**src/rtl/dm_scan_ctrl.sv**
```systemverilog
// dm_scan_ctrl -- parametrised LED dot-matrix row scanner.
//
// Scans a ROWS x COLS matrix one row at a time. Each row is driven for
// ROW_TICKS clocks. A new frame is handed over through a one-deep pending
// buffer, and it reaches the display buffer only at a frame boundary, so a
// frame is never shown half old and half new. Per-row PWM brightness is
// derived from the low bits of the row tick counter.
//
// Build option: define DM_SCROLL_EN to add i_Scroll and horizontal scrolling.
//
// Ports:
//   i_Clk     system clock
//   i_Rst     asynchronous, active-high reset
//   i_Data    frame, row r = i_Data[COLS*r +: COLS]
//   i_Load    frame-load strobe, taken only while o_Ready is high
//   i_Bright  brightness, 0 = dimmest, all-ones = full on
//   i_Scroll  (DM_SCROLL_EN only) advance the scroll offset at each frame end
//   o_Ready   pending buffer is free
//   o_DM_Row  one-hot active-high row select
//   o_DM_Col  column drive for the selected row (COL_OFF while blanked)
//   o_fDone   one-cycle pulse on the last cycle of each frame

module dm_scan_ctrl #(
    parameter int ROWS      = 8,
    parameter int COLS      = 8,
    parameter int ROW_TICKS = 10000,
    parameter int BRIGHT_W  = 4,
    parameter bit COL_OFF   = 1'b1
) (
    input  logic                   i_Clk,
    input  logic                   i_Rst,
    input  logic [ROWS*COLS-1:0]   i_Data,
    input  logic                   i_Load,
    input  logic [BRIGHT_W-1:0]    i_Bright,
`ifdef DM_SCROLL_EN
    input  logic                   i_Scroll,
`endif
    output logic                   o_Ready,
    output logic [ROWS-1:0]        o_DM_Row,
    output logic [COLS-1:0]        o_DM_Col,
    output logic                   o_fDone
);

    localparam int TICK_W = $clog2(ROW_TICKS);
    localparam int ROW_W  = $clog2(ROWS);
`ifdef DM_SCROLL_EN
    localparam int COL_W  = $clog2(COLS);
`endif

    logic [TICK_W-1:0]    tick_cnt_q, tick_cnt_d;
    logic [ROW_W-1:0]     row_idx_q, row_idx_d;
    logic [ROWS*COLS-1:0] disp_q, disp_d;
    logic [ROWS*COLS-1:0] pend_q, pend_d;
    logic                 pend_valid_q, pend_valid_d;
    logic [BRIGHT_W-1:0]  bright_q, bright_d;
`ifdef DM_SCROLL_EN
    logic [COL_W-1:0]     scroll_ofs_q, scroll_ofs_d;
    logic [COL_W-1:0]     col_src;
`endif

    logic                 row_end;
    logic                 last_row;
    logic                 frame_end;
    logic                 load_acc;
    logic                 lit;
    logic [COLS-1:0]      row_data;
    logic [COLS-1:0]      col_map;

    assign row_end   = (tick_cnt_q == TICK_W'(ROW_TICKS - 1));
    assign last_row  = (row_idx_q == ROW_W'(ROWS - 1));
    assign frame_end = row_end && last_row;
    assign load_acc  = i_Load && !pend_valid_q;

    // Next-state logic
    always_comb begin
        tick_cnt_d   = tick_cnt_q + 1'b1;
        row_idx_d    = row_idx_q;
        bright_d     = bright_q;
        disp_d       = disp_q;
        pend_d       = pend_q;
        pend_valid_d = pend_valid_q;

        if (row_end) begin
            tick_cnt_d = '0;
            row_idx_d  = last_row ? '0 : row_idx_q + 1'b1;
            bright_d   = i_Bright;
        end

        // A load needs an empty pending buffer and a swap needs a full one,
        // so the two can never fire on the same edge.
        if (load_acc) begin
            pend_d       = i_Data;
            pend_valid_d = 1'b1;
        end else if (frame_end && pend_valid_q) begin
            disp_d       = pend_q;
            pend_valid_d = 1'b0;
        end
    end

`ifdef DM_SCROLL_EN
    always_comb begin
        scroll_ofs_d = scroll_ofs_q;
        if (frame_end && i_Scroll) begin
            scroll_ofs_d = (scroll_ofs_q == COL_W'(COLS - 1)) ? '0 : scroll_ofs_q + 1'b1;
        end
    end
`endif

    always_ff @(posedge i_Clk or posedge i_Rst) begin
        if (i_Rst) begin
            tick_cnt_q   <= '0;
            row_idx_q    <= '0;
            disp_q       <= '0;
            pend_q       <= '0;
            pend_valid_q <= 1'b0;
            bright_q     <= '0;
        end else begin
            tick_cnt_q   <= tick_cnt_d;
            row_idx_q    <= row_idx_d;
            disp_q       <= disp_d;
            pend_q       <= pend_d;
            pend_valid_q <= pend_valid_d;
            bright_q     <= bright_d;
        end
    end

`ifdef DM_SCROLL_EN
    always_ff @(posedge i_Clk or posedge i_Rst) begin
        if (i_Rst) begin
            scroll_ofs_q <= '0;
        end else begin
            scroll_ofs_q <= scroll_ofs_d;
        end
    end
`endif

    // Output decode: everything below is a function of registers only.
    always_comb begin
        row_data = '0;
        for (int r = 0; r < ROWS; r++) begin
            if (row_idx_q == ROW_W'(r)) begin
                row_data = disp_q[COLS*r +: COLS];
            end
        end
    end

    always_comb begin
        col_map = row_data;
`ifdef DM_SCROLL_EN
        col_src = '0;
        for (int c = 0; c < COLS; c++) begin
            col_src    = COL_W'((c + int'(scroll_ofs_q)) % COLS);
            col_map[c] = row_data[col_src];
        end
`endif
    end

    // Row is lit for the first bright_q+1 ticks of every 2**BRIGHT_W window.
    assign lit = (tick_cnt_q[BRIGHT_W-1:0] <= bright_q);

    always_comb begin
        o_DM_Row = '0;
        for (int r = 0; r < ROWS; r++) begin
            o_DM_Row[r] = (row_idx_q == ROW_W'(r));
        end
    end

    assign o_DM_Col = lit ? col_map : {COLS{COL_OFF}};
    assign o_Ready  = !pend_valid_q;
    assign o_fDone  = frame_end;

endmodule

```
**config.mk**
```make
export PLATFORM = sky130hd
export DESIGN_NAME = dm_scan_ctrl
export DESIGN_NICKNAME = d
export VERILOG_FILES = /design/src/rtl/dm_scan_ctrl.sv
export SDC_FILE = /design/constraint.sdc
export NUM_CORES = 1
export LEC_CHECK = 0
export CAP_MARGIN = 20
export CORE_UTILIZATION = 55
export DETAILED_ROUTE_END_ITERATION = 6
export GPL_TIMING_DRIVEN = 0
export PLACE_DENSITY_LB_ADDON = 0.25
export REMOVE_ABC_BUFFERS = 1
export SLEW_MARGIN = 20
export SYNTH_ARGS = -nofsm -noshare
export SYNTH_HDL_FRONTEND = slang
export SYNTH_SLANG_ARGS = --single-unit
```
**constraint.sdc**
```tcl
create_clock -name i_Clk -period 5.7 [get_ports i_Clk]
set_input_delay 1.14 -clock i_Clk [delete_from_list [all_inputs] [get_ports i_Clk]]
set_output_delay 1.14 -clock i_Clk [all_outputs]
set_load 0.02 [all_outputs]
```
==> results of run 1 <==
## worst max path at each step
stage	start	to	slack, ns
3_5_place_dp	row_idx_q[2]$_DFFE_PP0N_	o_DM_Col[3]	1.11
2_1_floorplan	i_Rst	bright_q[0]$_DFFE_PP0N_	0.52
6_report	row_idx_q[2]$_DFFE_PP0N_	o_DM_Col[4]	0.50
4_1_cts	row_idx_q[2]$_DFFE_PP0N_	o_DM_Col[4]	0.56
3_3_place_gp	i_Rst	pend_q[9]$_DFFE_PP0P_	-1.28
5_1_grt	row_idx_q[2]$_DFFE_PP0N_	o_DM_Col[4]	0.25
## logic make-up (layout without fill, tap and decap cells)
| family | Yosys count | after routing | share of synthesized area (%) |
|---|---|---|---|
| AND/OR/NAND/NOR | 103 | 103 | 7.85 |
| multiplexers | 128 | 128 | 21.8 |
| flip-flops | 150 | 150 | 56.9 |
| adder cells (fa/ha/maj) | 11 | 11 | 2.09 |
| buffers and inverters | 42 | 138 | 3.62 |
| AO/OA/AOI/OAI | 63 | 63 | 6.27 |
| XOR/XNOR | 11 | 11 | 1.46 |
## registers in the layout, summed over array words and instances, names as in the netlist
signal,cells
disp_q,64
pend_q,64
tick_cnt_q,14
bright_q,4
row_idx_q,3
pend_valid_q,1
## per-stage QoR
step                TNS (ns)  util (%)  setup slack (ns)  cells
floorplan                  0         -             0.524    480
global placement     -237.11      64.6             -1.28    711
detailed placement         0      65.6              1.11    715
CTS                        0      71.1             0.560    747
global route               0      71.1             0.247    747
finish                     0      71.1             0.505    747
## final cells by class
class,count,area (sq um)
Clock inverter,11,171
Multi-Input combinational cell,316,2620
Fill cell,811,3340
Sequential cell,150,3750
Tap cell,143,179
Clock buffer,21,460
Timing Repair Buffer,92,978
Inverter,14,60.1
## critical path, cell delays in order, from the launching register on
cell	delay [ns]
dfrtp_1	0.84
inv_1	0.18
ha_1	0.52
nor2_1	0.73
o211ai_1	0.26
a32o_1	0.33
o21ai_0	0.08
a21oi_1	0.10
clkdlybuf4s50_1	0.59
## report_power, final
| group | leakage [nW] | switching [W] | internal (W) | total (W) |
|---|---|---|---|---|
| registers | 1.95 | 0.0000282 | 0.00112 | 0.00115 |
| logic | 1.57 | 0.0000400 | 0.0000819 | 0.000122 |
| clock network | 0.304 | 0.000431 | 0.000757 | 0.00119 |
| total | 3.83 | 0.000499 | 0.00196 | 0.00246 |
## layer usage
metal | up-vias | wire (um)
met5 | - | 0
met2 | 97 | 6590
met1 | 2148 | 5790
li1 | 1956 | -
met4 | 0 | 236
met3 | 17 | 524
## placed cells by master, fill, tap and decap left out, drive strengths merged, types with 5 or more instances in the layout
cell type | netlist | routed
a21oi | 10 | 10
and2 | 5 | 5
and3 | 7 | 7
clkbuf | 12 | 21
clkdlybuf4s50 | 0 | 88
dfrtp | 150 | 150
ha | 11 | 11
inv | 14 | 16
mux2 | 128 | 128
nand2 | 39 | 39
nand3 | 5 | 5
nor2 | 19 | 19
nor2b | 15 | 15
o211ai | 9 | 9
o21ai | 21 | 21
xnor2 | 5 | 5
xor2 | 6 | 6
==> run metrics, run 1 <==
overall routed net length 13.1 mm; pwr dens 299 nW/um^2; antenna violations before repair 0; worst rel slew slack 37.1%; final setup fails 0; Async S/R FF share, synth 100%; Setup Crit Path Kind reg -> out; Die Y-Extent 112 um; H-tree depth 4; fmax 192 MHz; initial core utilization 57.1%; post-synthesis cell count 508; Post-synth EDFFs 0; total CTS buffers 17; cell type with the largest total area after synthesis dfrtp_1; die width 112 um; # nets final 673; drt first-iter violations 275; flops & latches, synth 150; status finished, violations left; GR Util met2 38.5%; clock root buffer clkbuf_16; Leak 3.83 nW; Post-DRT Antenna Nets 0; Max FO, Critical Path 21; unrepaired setup endpoints after global routing false; reg2reg end disp_q[51]$_DFFE_PP0P_; Final Cell Area 8220 sq um; Ys Warns 0; max-capacitance violation count 0; Max Buffers Root-to-Sink 2; Main synth FF type dfrtp_1; crit path time final 5.20 ns; met3 Use GR 6.53%; via count 4218; DR pass1 iterations 7; clock skew 0.00819 ns; min-delay src disp_q[31]$_DFFE_PP0P_; busiest grt layer met2; register area share after synthesis 56.9%; most frequent cells after synthesis 150 x dfrtp_1, 79 x mux2_2, 49 x mux2_1; GPL Wtd Cong 0.783; Slew Limit Fails 0; most common cell in the netlist dfrtp_1; worst reg-to-reg setup slack 2.74 ns; row cnt 39; Fin. Hold Viols 0; worst path required time 4.56 ns; PortBufs 88; CTS tree yes; mapped cell area 6600 sq um; Distinct cells, synth 41; cells on worst reg2reg path 5; RR Startpoint tick_cnt_q[0]$_DFF_PP0_; period utilization 91.1%; Hold Worst Slack 0.485 ns; clock sink count 150; met1 usage 28.6%; wire length per cell after detailed routing 17.6 um; IO Pins 89; top-area cell type share of the netlist area 56.9%; total track usage 23.1%; CP endpoint kind output pin; CTS Hold Bufs 0; Hold/Removal Path Class reg -> reg; violated checks DRC; Placement Cell Area 7590 sq um; Synth area leaders dfrtp_1 57%, mux2_2 13%, mux2_1 8.4%; clk_lat worst skew 0.42 ns; grt ovf 0; share of layout cells above drive strength 1 19.5%; core area 11600 sq um; hpwl dp 8.63 mm; total power 0.00246 W; CP startpoint kind register; postcts setup bufs 0; via/cell ratio 5.65; synth-to-layout area growth 24.5%; DIE AREA 12400 sq um; vias in the first global route 4356; Hold Path Cell Cnt 1; Worst Hold End disp_q[31]$_DFFE_PP0P_; largest net degree at the start of global routing 96; post-CTS sizing 0; Worst Path Arrival 4.06 ns; clk slew on worst S/H paths 0.06 ns; first-pass GRT wire length 21.9 mm; n_diodes 0; Worst VDD drop 0.223 mV; Mean Syn Cell Area 13.0 sq um; DRC 5; Worst-Margin Slew 0.943 ns
Power figures use the tool's default switching activity.
==> run 2, diff against run 1 <==
--- a/config.mk
+++ b/config.mk
@@ -6,7 +6,7 @@
 export NUM_CORES = 1
 export LEC_CHECK = 0
 export CAP_MARGIN = 20
-export CORE_UTILIZATION = 55
+export CORE_UTILIZATION = 45
 export DETAILED_ROUTE_END_ITERATION = 6
 export GPL_TIMING_DRIVEN = 0
 export PLACE_DENSITY_LB_ADDON = 0.25
==> run metrics, run 2 (synthesis results as in run 1) <==
status completed; die width 123 um; internal power 0.00190 W; CTS tree yes; Hold Worst Slack 0.485 ns; hpwl dp 8.75 mm; final setup fails 0; initial core utilization 46.8%; Slew Limit Fails 0; Final WS setup 0.457 ns; via count 4145; setup slack at placement 0.925 ns; overall routed net length 13.3 mm; postcts setup bufs 0; H-tree depth 4; met1 usage 25.3%; post-CTS sizing 0; CP startpoint kind register; clock sink count 150; sw power 0.000523 W; first-pass GRT wire length 21.6 mm; clock skew 0.00942 ns; via/cell ratio 5.29; total track usage 19.2%; clock root buffer clkbuf_16; area of the multi-input gates 2620 sq um; synth-to-layout area growth 24.8%; clk slew on worst S/H paths 0.06 ns; Clock Power Share 47.7%; Max FO, Critical Path 21; share of layout cells above drive strength 1 19.7%; pwr dens 295 nW/um^2; total CTS buffers 17; register area 3750 sq um; largest registers disp_q: 64 flops, pend_q: 64 flops, tick_cnt_q: 14 flops; Placed Cells 751; Max Buffers Root-to-Sink 2; clk_lat worst skew 0.43 ns; CTS Hold Bufs 0; grt ovf 0; Leak 3.82 nW; # nets final 672; crit path time final 5.24 ns; Worst VDD drop 0.255 mV; Worst-Margin Slew 1.05 ns; fillers 1147; met3 Use GR 6.09%; commonest non-fill, non-tap cell in the layout dfrtp_1; n_diodes 0; final std cells w/o fill 783; max-capacitance violation count 0; GR Util met2 30.4%; core area 14100 sq um; Sequential Power Share 47.3%; worst rel slew slack 30.1%; wire length per cell after detailed routing 17.0 um; DR pass1 iterations 4; fmax 191 MHz; GPL Wtd Cong 0.744; DRC 0; antenna violations before repair 0; Hold/Removal Path Class reg -> reg; DIE AREA 15200 sq um; Fin. Hold Viols 0; largest net degree at the start of global routing 82; worst path required time 4.56 ns; Worst Path Arrival 4.10 ns; IO Pins 89; row cnt 43; drt first-iter violations 269; PortBufs 88; switching share of power 21.5%; busiest grt layer met2; CP endpoint kind output pin; unrepaired setup endpoints after global routing false; Die Y-Extent 123 um; period utilization 92.0%; Setup Crit Path Kind reg -> out; vias in the first global route 4308; combinational cell fraction of total power 5.0%; Post-DRT Antenna Nets 0; most frequent cells in the layout 150 x dfrtp_1, 88 x clkdlybuf4s50_1, 79 x mux2_2, 49 x mux2_1, 39 x nand2_1
run 2: cell count changes in the layout (fill, tap and decap cells not counted), sizes merged:
cell    delta
clkinv     +4
bufinv     -1
buf        -1
clkbuf     -3
run 2: worst max-delay path, cell delays in order, from the launching register on:
cell and delay [ns]:
dfrtp_1 0.66, inv_1 0.22, ha_1 0.69, nand2b_1 0.26, o31ai_1 0.67, a32oi_1 0.23, a21oi_1 0.29, clkdlybuf4s50_1 0.65
run 2: layer usage:
metal	wire length (um)	up-vias
li1	-	1954
met1	6170	2096
met5	0	-
met3	597	10
met4	149	0
met2	6380	85
run 2: layout make-up:
type | instances | area share [%]
repair buffers | 91 | 11.7
flip-flops and latches | 150 | 45.6
clock buffers | 18 | 5.33
well taps | 180 | 2.73
clock inverters | 14 | 2.14
multi-input cells | 316 | 31.8
inverters | 14 | 0.729
run 2: power by group through the flow:
| stage | Combinational (W) | Sequential (W) | Clock (W) |
|---|---|---|---|
| 5_1_grt | 0.000134 | 0.00115 | 0.00123 |
| 3_5_place_dp | 0.000125 | 0.00117 | 0 |
| 3_3_place_gp | 0.000117 | 0.00116 | 0 |
| 6_report | 0.000122 | 0.00115 | 0.00116 |
| 4_1_cts | 0.000126 | 0.00115 | 0.00118 |
| 2_1_floorplan | 0.0000616 | 0.00115 | 0 |
run 2: worst paths after layout:
check                                          from                     end  slack [ns]  cells after the start
setup / recovery           row_idx_q[2]$_DFFE_PP0N_             o_DM_Col[7]        0.46                      7
hold / removal               disp_q[39]$_DFFE_PP0P_  disp_q[39]$_DFFE_PP0P_        0.48                      1
setup reg to reg            tick_cnt_q[0]$_DFF_PP0_  disp_q[59]$_DFFE_PP0P_        2.73                      5
hold reg to reg              disp_q[39]$_DFFE_PP0P_  disp_q[39]$_DFFE_PP0P_        0.48                      1
max in group asynchronous                     i_Rst  pend_q[44]$_DFFE_PP0P_        3.76                      3
min in group asynchronous                     i_Rst  pend_q[62]$_DFFE_PP0P_        1.20                      2
run 2: per-stage QoR:
step           TNS (ns)  cell area, sq um  util [%]  power [W]
2_1_floorplan         0              6410         -    0.00122
3_3_place_gp    -246.70              7520      53.3    0.00128
3_5_place_dp          0              7620      54.0    0.00129
4_1_cts               0              8230      58.4    0.00245
5_1_grt               0              8240      58.4    0.00251
6_report              0              8240      58.4    0.00243
==> run 3, diff against run 2 <==
--- a/config.mk
+++ b/config.mk
@@ -6,11 +6,14 @@
 export NUM_CORES = 1
 export LEC_CHECK = 0
 export CAP_MARGIN = 20
-export CORE_UTILIZATION = 45
+export CELL_PAD_IN_SITES_DETAIL_PLACEMENT = 1
+export CELL_PAD_IN_SITES_GLOBAL_PLACEMENT = 2
+export CORE_UTILIZATION = 38
 export DETAILED_ROUTE_END_ITERATION = 6
 export GPL_TIMING_DRIVEN = 0
 export PLACE_DENSITY_LB_ADDON = 0.25
 export REMOVE_ABC_BUFFERS = 1
+export SETUP_SLACK_MARGIN = 0.02
 export SLEW_MARGIN = 20
 export SYNTH_ARGS = -nofsm -noshare
 export SYNTH_HDL_FRONTEND = slang
==> run metrics, run 3 (synthesis results as in run 1) <==
wire length per cell after detailed routing 18.0 um; total track usage 18.1%; CTS Hold Bufs 0; IO Pins 89; Placement Cell Area 7660 sq um; initial core utilization 39.4%; status completed; Worst VDD drop 0.225 mV; Max Buffers Root-to-Sink 2; Placed Cells 791; clk_lat worst skew 0.43 ns; Slew Limit Fails 0; worst path required time 4.56 ns; clock sink count 150; DRC 0; via count 4166; final std cells w/o fill 822; row cnt 47; clk slew on worst S/H paths 0.06 ns; crit path time final 5.26 ns; commonest non-fill, non-tap cell in the layout dfrtp_1; Final WS setup 0.441 ns; reg2reg end disp_q[10]$_DFFE_PP0P_; Setup Crit Path Kind reg -> out; synth-to-layout area growth 25.4%; cells on worst reg2reg path 5; Layout Utilization 49.4%; fmax 190 MHz; share of layout cells above drive strength 1 19.3%; n_diodes 0; final setup fails 0; largest net degree at the start of global routing 107; vias in the first global route 4706; PortBufs 88; Die Y-Extent 134 um; grt ovf 0; hpwl dp 9.85 mm; worst rel slew slack 31.2%; Hold/Removal Path Class reg -> reg; total CTS buffers 17; Final Cell Area 8280 sq um; clock root buffer clkbuf_16; Worst-Margin Slew 1.03 ns; total power 0.00244 W; first-pass GRT wire length 24.7 mm; CP endpoint o_DM_Col[2]; largest registers disp_q: 64 flops, pend_q: 64 flops, tick_cnt_q: 14 flops; CTS tree yes; DR pass1 iterations 4; CP startpoint kind register; worst reg-to-reg setup slack 2.72 ns; Worst Path Arrival 4.12 ns; Post-DRT Antenna Nets 0; clock skew 0.00843 ns; DIE AREA 17900 sq um; die width 134 um; setup slack at placement 0.834 ns; overall routed net length 14.8 mm; max-capacitance violation count 0; Leak 3.82 nW; unrepaired setup endpoints after global routing false; post-CTS sizing 0; Max FO, Critical Path 21; via/cell ratio 5.07; pwr dens 295 nW/um^2; most frequent cells in the layout 150 x dfrtp_1, 88 x clkdlybuf4s50_1, 79 x mux2_2, 49 x mux2_1, 39 x nand2_1; antenna violations before repair 0; core area 16800 sq um; Setup crit start row_idx_q[2]$_DFFE_PP0N_; CP endpoint kind output pin; Fin. Hold Viols 0; RR Startpoint tick_cnt_q[0]$_DFF_PP0_; drt first-iter violations 136; GPL Wtd Cong 0.742; postcts setup bufs 0; # nets final 672; period utilization 92.3%; H-tree depth 4
run 3: where the power goes:
| part | internal [W] | switching (W) | total, W |
|---|---|---|---|
| sequential | 0.00112 | 0.0000290 | 0.00115 |
| clock | 0.000749 | 0.000425 | 0.00117 |
| combinational | 0.0000820 | 0.0000414 | 0.000123 |
| total | 0.00195 | 0.000495 | 0.00244 |
run 3: through the flow:
stage / hold WS [ns] / setup TNS [ns]
after floorplan: 0.450 / 0
after global placement: 0.469 / -275.61
after detailed placement: 0.476 / 0
after CTS: 0.492 / 0
after global routing: 0.505 / 0
final: 0.481 / 0
run 3: layout make-up:
class | count | area [sq um]
clock inverter | 10 | 153
inverter | 14 | 60.1
fill | 1692 | 8480
tap | 220 | 275
clock buffer | 21 | 460
multi-input combinational | 316 | 2620
timing repair buffer | 91 | 956
sequential | 150 | 3750
run 3: metal layers:
layer / vias up / global-route usage [%] / part of all wire, % / wire (um)
met3: 24 / 3.97 / 3.6 / 526
met1: 2121 / 22.9 / 45 / 6670
met5: - / 0 / 0 / 0
met4: 0 / 8.02 / 2.2 / 318
met2: 67 / 29.7 / 49 / 7270
li1: 1954 / - / - / -
run 3: critical path, stage by stage, from the launching register on:
cell and delay (ns):
dfrtp_1 0.68, inv_1 0.23, ha_1 0.69, nand2b_1 0.30, o31ai_1 0.66, a32oi_1 0.27
a21oi_1 0.23, clkdlybuf4s50_1 0.63
run 3: worst min path at each step:
stage,start,endpoint,depth (start not counted)
3_5_place_dp,disp_q[24]$_DFFE_PP0P_,disp_q[24]$_DFFE_PP0P_,1
3_3_place_gp,disp_q[24]$_DFFE_PP0P_,disp_q[24]$_DFFE_PP0P_,1
2_1_floorplan,bright_q[0]$_DFFE_PP0N_,bright_q[0]$_DFFE_PP0N_,2
5_1_grt,disp_q[39]$_DFFE_PP0P_,disp_q[39]$_DFFE_PP0P_,1
4_1_cts,disp_q[3]$_DFFE_PP0P_,disp_q[3]$_DFFE_PP0P_,1
6_report,bright_q[0]$_DFFE_PP0N_,bright_q[0]$_DFFE_PP0N_,2
==> edit: new RTL, config.mk and constraints of run 1 <==
The parameter `BRIGHT_W` goes from 4 to 5.
--- a/src/rtl/dm_scan_ctrl.sv
+++ b/src/rtl/dm_scan_ctrl.sv
@@ -24,7 +24,7 @@
     parameter int ROWS      = 8,
     parameter int COLS      = 8,
     parameter int ROW_TICKS = 10000,
-    parameter int BRIGHT_W  = 4,
+    parameter int BRIGHT_W  = 5,
     parameter bit COL_OFF   = 1'b1
 ) (
     input  logic                   i_Clk,
Interface: changed (resized i_Bright); port bits go from 89 to 90. No check against the original RTL was run, so the function may have changed too.
==> edit against run 1 <==
Routed wire length up 7.8%; power increased by 4.9%; critical path depth down 1; synthesized area increased by 2.3%; setup slack gained 0.018 ns; sequential power about the same; register-to-register slack worse by 0.34 ns; via count up 6.4%; critical endpoint is now o_DM_Col[0]; clock skew up 0.0011 ns; sequential cell count grew 1; critical path type unchanged; final area is 3.3% higher.
==> edit: results (changes against run 1) <==
- RePlAce Congestion: 0.742 (-5.2%)
- Status: finished clean
- Layout cells sized above 1: 0.201 (+0.00590)
- Routed wire length: 14.2 mm (+7.8%)
- Internal reg-to-reg setup slack: 2.40 ns (-0.34 ns)
- First-pass GRT wire length: 23.7 mm (+8.4%)
- Drt wl/cell: 18.2 um (+3.5%)
- Most frequent cells after synthesis: dfrtp_1 (151), mux2_2 (80), mux2_1 (49)
- DR vias: 4,489 (+6.4%)
- Placed Instance Area: 7780 um^2 (+2.5%)
- Final nets: 702 (+4.3%)
- IO buf count: 89 (+1.1%)
- R2r worst-path depth: 4 (-1)
- Netlist cell types: 42 (+2.4%)
- Hold Path Origin: pend_q[30]$_DFFE_PP0P_
- Sequential share of power: 0.448 (-0.019)
- Clk pwr share: 0.504 (+0.020)
- Hold_ws: 0.481 ns (-0.00445 ns)
- Largest net degree at the start of global routing: 102 (+6.3%)
- Largest cells by area after synthesis: dfrtp_1 (56%), mux2_2 (13%), mux2_1 (8.2%), ha_1 (2.2%), nand2_1 (1.9%)
- Worst-path maximum fanout: 22 (+4.8%)
- Max transition margin: 0.303 (-0.0686)
- Sequential share of the synthesized area: 0.560 (-0.00905)
- Worst Skew: 0.00934 ns (+0.00115 ns)
- Static Leak: 3.92 nW (+2.2%)
- Design Area, Final: 8490 um^2 (+3.3%)
- Number of global-route vias before repair: 4,807 (+10%)
- Drt pass-1 iters: 4 (-3)
## edit: cell count changes after synthesis, moves of 6 or more
cell,delta
clkbuf_1,+11
inv_1,+10
buf_2,-8
nand3_1,+8
nor2b_1,-7
a21oi_1,+6
a221oi_1,+6
nor3b_1,+6
## edit: metal layers
metal | wire [um] | global-route usage | part of all wire | vias up
li1 | - | - | - | 2049
met1 | 6020 | 0.308 | 0.42 | 2303
met2 | 7170 | 0.410 | 0.51 | 111
met3 | 651 | 0.0546 | 0.046 | 26
met4 | 329 | 0.119 | 0.023 | 0
met5 | 0 | 0 | 0 | -
## edit: worst max-delay path, cell delays in order, from the launching register on
cell             delay (ns)
dfrtp_1                0.87
inv_1                  0.33
ha_1                   0.56
or2_2                  0.42
a221oi_1               0.39
o221ai_1               0.19
o211ai_1               0.20
clkdlybuf4s50_1        0.64
## edit: area by class of cell
class | instances | area share
clock buffer | 21 | 0.0566
inverter | 24 | 0.0115
tap | 147 | 0.0217
clock inverter | 11 | 0.0256
sequential | 151 | 0.445
multi-input combinational | 329 | 0.322
timing repair buffer | 95 | 0.117
## edit: how the worst max path moves through the flow
stage | cells past startpoint | endpoint | startpoint | slack (ns)
after floorplan | 1 | bright_q[0]$_DFFE_PP0N_ | i_Rst | 0.50
after global placement | 2 | pend_q[39]$_DFFE_PP0P_ | i_Rst | -1.30
after detailed placement | 7 | o_DM_Col[0] | row_idx_q[2]$_DFFE_PP0N_ | 1.02
after CTS | 7 | o_DM_Col[0] | row_idx_q[2]$_DFFE_PP0N_ | 0.57
after global routing | 7 | o_DM_Col[0] | row_idx_q[2]$_DFFE_PP0N_ | 0.33
final | 7 | o_DM_Col[0] | row_idx_q[2]$_DFFE_PP0N_ | 0.52
